## config.mk

```make
export PLATFORM = sky130hd
export DESIGN_NAME = mc_controller_hs
export DESIGN_NICKNAME = d
export VERILOG_FILES = /design/src/rtl/mips_pkg.sv /design/src/rtl/mc_aludec.sv /design/src/rtl/mc_controller_hs.sv
export SDC_FILE = /design/constraint.sdc
export NUM_CORES = 1
export LEC_CHECK = 0
export ABC_CLOCK_PERIOD_IN_PS = 2600
export CAP_MARGIN = 10
export CORE_MARGIN = 1
export CORE_UTILIZATION = 49
export CTS_CLUSTER_DIAMETER = 80
export DETAILED_ROUTE_END_ITERATION = 10
export PLACE_DENSITY = 0.85
export SYNTH_ARGS = -nofsm -noshare
export SYNTH_HDL_FRONTEND = slang
export SYNTH_SLANG_ARGS = --single-unit
```

## constraint.sdc

```tcl
create_clock -name clk -period 2.6 [get_ports clk]
set_clock_uncertainty 0.05 [all_clocks]
set_input_delay 0.39 -clock clk [delete_from_list [all_inputs] [get_ports clk]]
set_output_delay 0.39 -clock clk [all_outputs]
set_load 0.005 [all_outputs]
```

## src/rtl/mips_pkg.sv

```systemverilog
// Shared definitions for the multicycle MIPS controller: FSM states, opcode
// and funct fields, ALU control encodings and the ALU operation classes.
package mips_pkg;

    typedef enum logic [3:0] {
        S_FETCH  = 4'd0,
        S_DECODE = 4'd1,
        S_MEMADR = 4'd2,
        S_MEMRD  = 4'd3,
        S_MEMWB  = 4'd4,
        S_MEMWR  = 4'd5,
        S_ALUEX  = 4'd6,
        S_ALUWB  = 4'd7,
        S_BREX   = 4'd8,
        S_IMMEX  = 4'd9,
        S_IMMWB  = 4'd10,
        S_JEX    = 4'd11,
        S_JALEX  = 4'd12,
        S_ERR    = 4'd13
    } state_t;

    // Operation class handed to the ALU decoder; NONE yields alucontrol=000.
    typedef enum logic [2:0] {
        ALUOP_NONE  = 3'd0,
        ALUOP_ADD   = 3'd1,
        ALUOP_SUB   = 3'd2,
        ALUOP_AND   = 3'd3,
        ALUOP_OR    = 3'd4,
        ALUOP_SLT   = 3'd5,
        ALUOP_FUNCT = 3'd6
    } aluop_t;

    localparam logic [5:0] OP_RTYPE = 6'b000000;
    localparam logic [5:0] OP_J     = 6'b000010;
    localparam logic [5:0] OP_JAL   = 6'b000011;
    localparam logic [5:0] OP_BEQ   = 6'b000100;
    localparam logic [5:0] OP_BNE   = 6'b000101;
    localparam logic [5:0] OP_ADDI  = 6'b001000;
    localparam logic [5:0] OP_SLTI  = 6'b001010;
    localparam logic [5:0] OP_ANDI  = 6'b001100;
    localparam logic [5:0] OP_ORI   = 6'b001101;
    localparam logic [5:0] OP_LW    = 6'b100011;
    localparam logic [5:0] OP_SW    = 6'b101011;

    localparam logic [5:0] FUNCT_ADD = 6'b100000;
    localparam logic [5:0] FUNCT_SUB = 6'b100010;
    localparam logic [5:0] FUNCT_AND = 6'b100100;
    localparam logic [5:0] FUNCT_OR  = 6'b100101;
    localparam logic [5:0] FUNCT_SLT = 6'b101010;

    localparam logic [2:0] ALU_AND = 3'b000;
    localparam logic [2:0] ALU_OR  = 3'b001;
    localparam logic [2:0] ALU_ADD = 3'b010;
    localparam logic [2:0] ALU_SUB = 3'b110;
    localparam logic [2:0] ALU_SLT = 3'b111;

    // States that wait on mem_ready and are subject to the access timeout.
    function automatic logic is_wait_state(input state_t s);
        return (s == S_FETCH) || (s == S_MEMRD) || (s == S_MEMWR);
    endfunction

endpackage

```

## src/rtl/mc_aludec.sv

```systemverilog
// Combinational ALU control decode from the operation class chosen by the
// controller and, for R-type instructions, the funct field.
module mc_aludec
    import mips_pkg::*;
(
    input  logic [2:0] aluop,
    input  logic [5:0] funct,
    output logic [2:0] alucontrol,
    output logic       bad_funct
);

    always_comb begin
        alucontrol = ALU_AND;
        bad_funct  = 1'b0;
        case (aluop)
            ALUOP_ADD: alucontrol = ALU_ADD;
            ALUOP_SUB: alucontrol = ALU_SUB;
            ALUOP_AND: alucontrol = ALU_AND;
            ALUOP_OR:  alucontrol = ALU_OR;
            ALUOP_SLT: alucontrol = ALU_SLT;
            ALUOP_FUNCT: begin
                // Unknown funct still executes as add but is flagged.
                case (funct)
                    FUNCT_ADD: alucontrol = ALU_ADD;
                    FUNCT_SUB: alucontrol = ALU_SUB;
                    FUNCT_AND: alucontrol = ALU_AND;
                    FUNCT_OR:  alucontrol = ALU_OR;
                    FUNCT_SLT: alucontrol = ALU_SLT;
                    default: begin
                        alucontrol = ALU_ADD;
                        bad_funct  = 1'b1;
                    end
                endcase
            end
            default: alucontrol = ALU_AND;
        endcase
    end

endmodule

```

## src/rtl/mc_controller_hs.sv

```systemverilog
// Multicycle MIPS control FSM with a handshaked memory port: every memory
// access waits for mem_ready and gives up into a sticky ERR state on timeout.
module mc_controller_hs
    import mips_pkg::*;
#(
    parameter int MEM_WAIT_MAX = 15,
    parameter bit EXT_EN       = 1'b1
) (
    input  logic       clk,
    input  logic       reset,
    input  logic [5:0] op,
    input  logic [5:0] funct,
    input  logic       zero,
    input  logic       mem_ready,
    output logic       mem_req,
    output logic       memwrite,
    output logic       pcwrite,
    output logic       irwrite,
    output logic       regwrite,
    output logic       iord,
    output logic       alusrca,
    output logic       immext,
    output logic [1:0] alusrcb,
    output logic [1:0] pcsrc,
    output logic [1:0] regdst,
    output logic [1:0] memtoreg,
    output logic [2:0] alucontrol,
    output logic       err,
    output logic       illegal,
    output logic [3:0] state
);

    localparam logic [7:0] WAIT_LAST = 8'(MEM_WAIT_MAX - 1);

    state_t     cur_state, next_state;
    logic [7:0] wait_cnt, wait_cnt_next;
    logic [2:0] aluop;
    logic       bad_funct;
    logic       timeout;

    logic is_lw, is_sw, is_rtype, is_beq, is_bne, is_addi;
    logic is_andi, is_ori, is_slti, is_j, is_jal, op_legal;

    // Extension opcodes decode as nothing when EXT_EN is off, so they fall
    // through to the illegal path in DECODE.
    assign is_lw    = (op == OP_LW);
    assign is_sw    = (op == OP_SW);
    assign is_rtype = (op == OP_RTYPE);
    assign is_beq   = (op == OP_BEQ);
    assign is_addi  = (op == OP_ADDI);
    assign is_j     = (op == OP_J);
    assign is_bne   = EXT_EN && (op == OP_BNE);
    assign is_andi  = EXT_EN && (op == OP_ANDI);
    assign is_ori   = EXT_EN && (op == OP_ORI);
    assign is_slti  = EXT_EN && (op == OP_SLTI);
    assign is_jal   = EXT_EN && (op == OP_JAL);

    assign op_legal = is_lw | is_sw | is_rtype | is_beq | is_bne | is_addi |
                      is_andi | is_ori | is_slti | is_j | is_jal;

    // mem_ready wins over an expiring wait budget in the same cycle.
    assign timeout = !mem_ready && (wait_cnt == WAIT_LAST);

    mc_aludec u_aludec (
        .aluop      (aluop),
        .funct      (funct),
        .alucontrol (alucontrol),
        .bad_funct  (bad_funct)
    );

    always_ff @(posedge clk or negedge reset) begin
        if (!reset) begin
            cur_state <= S_FETCH;
            wait_cnt  <= 8'd0;
        end else begin
            cur_state <= next_state;
            wait_cnt  <= wait_cnt_next;
        end
    end

    always_comb begin
        next_state    = cur_state;
        wait_cnt_next = 8'd0;
        if (is_wait_state(cur_state)) begin
            if (mem_ready) begin
                case (cur_state)
                    S_FETCH: next_state = S_DECODE;
                    S_MEMRD: next_state = S_MEMWB;
                    default: next_state = S_FETCH;
                endcase
            end else if (timeout) begin
                next_state = S_ERR;
            end else begin
                wait_cnt_next = wait_cnt + 8'd1;
            end
        end else begin
            case (cur_state)
                S_DECODE: begin
                    if (is_lw || is_sw)                           next_state = S_MEMADR;
                    else if (is_rtype)                            next_state = S_ALUEX;
                    else if (is_beq || is_bne)                    next_state = S_BREX;
                    else if (is_addi || is_andi || is_ori || is_slti) next_state = S_IMMEX;
                    else if (is_j)                                next_state = S_JEX;
                    else if (is_jal)                              next_state = S_JALEX;
                    else                                          next_state = S_FETCH;
                end
                S_MEMADR: next_state = is_sw ? S_MEMWR : S_MEMRD;
                S_ALUEX:  next_state = S_ALUWB;
                S_IMMEX:  next_state = S_IMMWB;
                S_ERR:    next_state = S_ERR;
                default:  next_state = S_FETCH;
            endcase
        end
    end

    always_comb begin
        mem_req  = 1'b0;
        memwrite = 1'b0;
        pcwrite  = 1'b0;
        irwrite  = 1'b0;
        regwrite = 1'b0;
        iord     = 1'b0;
        alusrca  = 1'b0;
        immext   = 1'b0;
        alusrcb  = 2'b00;
        pcsrc    = 2'b00;
        regdst   = 2'b00;
        memtoreg = 2'b00;
        aluop    = ALUOP_NONE;
        err      = 1'b0;
        illegal  = 1'b0;
        state    = cur_state;
        case (cur_state)
            S_FETCH: begin
                mem_req = 1'b1;
                alusrcb = 2'b01;
                aluop   = ALUOP_ADD;
                irwrite = mem_ready;
                pcwrite = mem_ready;
            end
            S_DECODE: begin
                alusrcb = 2'b11;
                aluop   = ALUOP_ADD;
                illegal = !op_legal;
            end
            S_MEMADR: begin
                alusrca = 1'b1;
                alusrcb = 2'b10;
                aluop   = ALUOP_ADD;
            end
            S_MEMRD: begin
                mem_req = 1'b1;
                iord    = 1'b1;
            end
            S_MEMWR: begin
                mem_req  = 1'b1;
                iord     = 1'b1;
                memwrite = 1'b1;
            end
            S_MEMWB: begin
                regwrite = 1'b1;
                memtoreg = 2'b01;
            end
            S_ALUEX: begin
                alusrca = 1'b1;
                aluop   = ALUOP_FUNCT;
                illegal = bad_funct;
            end
            S_ALUWB: begin
                regwrite = 1'b1;
                regdst   = 2'b01;
            end
            S_BREX: begin
                alusrca = 1'b1;
                aluop   = ALUOP_SUB;
                pcsrc   = 2'b01;
                pcwrite = is_beq ? zero : !zero;
            end
            S_IMMEX: begin
                alusrca = 1'b1;
                alusrcb = 2'b10;
                immext  = is_andi || is_ori;
                if (is_andi)      aluop = ALUOP_AND;
                else if (is_ori)  aluop = ALUOP_OR;
                else if (is_slti) aluop = ALUOP_SLT;
                else              aluop = ALUOP_ADD;
            end
            S_IMMWB: regwrite = 1'b1;
            S_JEX: begin
                pcsrc   = 2'b10;
                pcwrite = 1'b1;
            end
            S_JALEX: begin
                pcsrc    = 2'b10;
                pcwrite  = 1'b1;
                regwrite = 1'b1;
                regdst   = 2'b10;
                memtoreg = 2'b10;
            end
            S_ERR:   err = 1'b1;
            default: err = 1'b0;
        endcase
    end

endmodule

```

==> impl_metrics.tcl <==
set metrics [dict create \
    clock-root-buffer "clkbuf_4" \
    path_cells "clkdlybuf4s50_1 > buf_4 > nor3b_4 > buf_4 > and3_1 > buf_4 > clkdlybuf4s50_1" \
    period_minus_slack_ns 2.55 \
    final_util_pct 81.5 \
    synth_top_area_share_pct 24.2 \
    ant_nets 0 \
    synth.most_common_cell "nor2_1" \
    antenna_found_initial 0 \
    hold_violations 0 \
    cp-end-kind "primary output" \
    rows 17 \
    fp.dieW_um 52.3 \
    relSlewSlack_pct 65.3 \
    vias_per_cell 6.00 \
    syn_inst 161 \
    report.final.slew_viol_count 0 \
    portBuffers 40 \
    rr_startpoint "state[0]" \
    diodes 0 \
    synth_nets 179 \
    power.density_nw_per_um2 761 \
    yosys.area_share.simple_pct 33.3 \
    yosys_most_used_dff "dfrtp_1" \
    r2r_end "state[0]" \
    fmaxAchievable_ghz 0.393 \
    wl_per_cell_um 15.5 \
    arrival_ns 2.11 \
    cts_hold_buf 0 \
    synth_top_family_by_area "simple AND/OR/NAND/NOR gates" \
    rsz0062_at_grt "no" \
    setup_viol 0 \
    ys_warn_count 0 \
    max_slew.worst_pin.slew_ns 0.519 \
    grt_max_degree 20 \
    cts_tree "done" \
    max_stage_delay_ns 0.48 \
    muxShareOfSynthArea_pct 0.808 \
    cpMaxStageDelayCell "clkdlybuf4s50_1" \
    cts_max_path_buffers 2 \
    timing.setup.tns_ns 0 \
    status "finished, final reports clean" \
    insertion_delay_ns 0.27 \
    area_growth_pct 51.1 \
    htree_levels 1 \
    clkTransAtPathRegs_ns 0.08 \
    drcViolationCount 0 \
    vias 1463 \
    ys_ff_latch 12 \
    peakVddDrop_mv 0.950 \
    die_area_um2 2730 \
    layout-drive-gt1-share_pct 21.3 \
    synth_common_cells "nor2_1, nor3_1, dfrtp_1" \
    grt_pass1_wl_mm 6.20 \
    cts_made_buffers 3 \
    cp.required_ns 2.16 \
    synth_xor_area_share_pct 6.36 \
    die_y_um 52.3 \
    synth_fa_ha_area_share_pct 2.02 \
    period_share_pct 97.9 \
    netlist.top_cell.by_area "dfrtp_1" \
    cpMostUsedCell "buf_4" \
    hp-class "in -> async" \
    drt_first_pass_iters 4 \
    grt_pass1_vias 1436 \
    syn_area_um2 1240 \
    nets 235 \
    synth-compound-area-share_pct 26.3 \
    ys_types 49 \
    p_total_w 0.00142 \
    grtUsageTotal_pct 29.9 \
    drv_cap 0 \
    overflow 0 \
    pin_count 41 \
    drtIter0Drc 40 \
    cts.sinks 12 \
    synthTopCellsByArea "dfrtp_1, nor3_1, xor2_1" \
    async_flop_share_pct 100 \
    reg2reg_depth 6 \
    gp_congestion 0.910 \
    start_util_pct 53.9 \
    routed_wl_mm 3.79 \
    crit_type "in -> out" \
    design.core.area_um2 2300 \
    synth_edf_count 0 \
    critPathMaxFanout 4 \
    ys_seq_area_share_pct 24.2 \
    startpoint_type "input pin" \
    r2r_slack_ns 0.72 \
    p_leak_nw 0.803 \
    fillers 167 \
    synth.avg_cell_area_um2 7.69 \
    place_hpwl_mm 2.97 \
]
area by class of cell:
| type | instances | area [um2] | share of cell area [%] |
|---|---|---|---|
| multi-input cells | 129 | 892 | 47.7 |
| well taps | 28 | 35.0 | 1.87 |
| clock buffers | 4 | 36.3 | 1.94 |
| flip-flops and latches | 12 | 300 | 16.0 |
| inverters | 8 | 33.8 | 1.80 |
| repair buffers | 63 | 574 | 30.7 |
sequential cells by signal (all words and copies together) (netlist names):
name	cells
state	4
wait_cnt	8
cells by family (layout without fill, tap and decap cells):
group | Yosys count | in the layout
XOR/XNOR | 9 | 9
AND/OR/NAND/NOR | 76 | 76
multiplexers | 1 | 1
buffers and inverters | 20 | 75
adder cells (fa/ha/maj) | 2 | 2
AO/OA/AOI/OAI | 41 | 41
flip-flops | 12 | 12
critical path, delay by kind of cell:
kind	cells	cell delay (ns)
buf+inv	5	1.33
simple gates	2	0.39
through the flow:
step	setup WS (ns)	hold WS (ns)	instances	area, um2
2_1_floorplan	0.624	0.0444	161	1240
3_3_place_gp	-0.212	0.447	239	1780
3_5_place_dp	-0.267	0.463	239	1780
4_1_cts	0.0197	0.418	244	1840
5_1_grt	0.000974	0.465	244	1870
6_report	0.0539	0.412	244	1870
worst max path at each step:
stage | from | endpoint | slack [ns] | depth (start not counted)
after floorplan | op[2] | illegal | 0.62 | 4
after global placement | op[5] | illegal | -0.21 | 5
after detailed placement | op[5] | alucontrol[2] | -0.27 | 7
after CTS | op[5] | pcwrite | 0.02 | 7
after global routing | state[3] | alusrcb[1] | 0.001 | 4
final | op[5] | immext | 0.05 | 7
per-layer routing:
metal	vias up	track usage, %	part of all wire [%]
met2	65	53.2	51
met5	-	0	0
met4	0	12.3	1.7
li1	706	-	-
met3	10	5.22	6.6
met1	682	34.9	41
cells in the final DEF, fill, tap and decap left out, types with 2 or more instances in the layout:
cell type / synthesis / routed
nor2b_1: 5 / 4
o211ai_1: 6 / 6
clkdlybuf4s50_1: 0 / 32
clkbuf_4: 0 / 3
and3_1: 4 / 4
nand2_1: 9 / 9
nand3_1: 7 / 6
dfrtp_1: 12 / 12
o32a_1: 2 / 2
ha_1: 2 / 2
nand4_1: 2 / 2
o21ai_0: 4 / 3
nor3b_1: 3 / 2
inv_1: 8 / 6
xor2_1: 7 / 7
buf_4: 1 / 22
nand2b_1: 5 / 4
dlymetal6s2s_1: 0 / 2
xnor2_1: 2 / 2
nor2_2: 0 / 2
a211o_1: 2 / 2
o32ai_1: 2 / 2
nor3_1: 13 / 13
o2111ai_1: 2 / 2
a21oi_1: 9 / 9
a31o_2: 2 / 2
dlygate4sd2_1: 0 / 6
and2_1: 3 / 3
nor2_1: 16 / 13
where the power goes:
| group | internal [W] | switching (W) |
|---|---|---|
| combinational | 0.000544 | 0.000478 |
| sequential | 0.000221 | 0.0000354 |
| clock | 0.0000850 | 0.0000598 |
timing repair:
item / in CTS / in global routing
endpoints found under the setup margin: 5 / 3
resized for setup: 10 / 12
cloned: 0 / 0
setup buffers: 1 / 0
pin swaps: 1 / 0
Note: power is estimated with default switching activity, not from simulation.
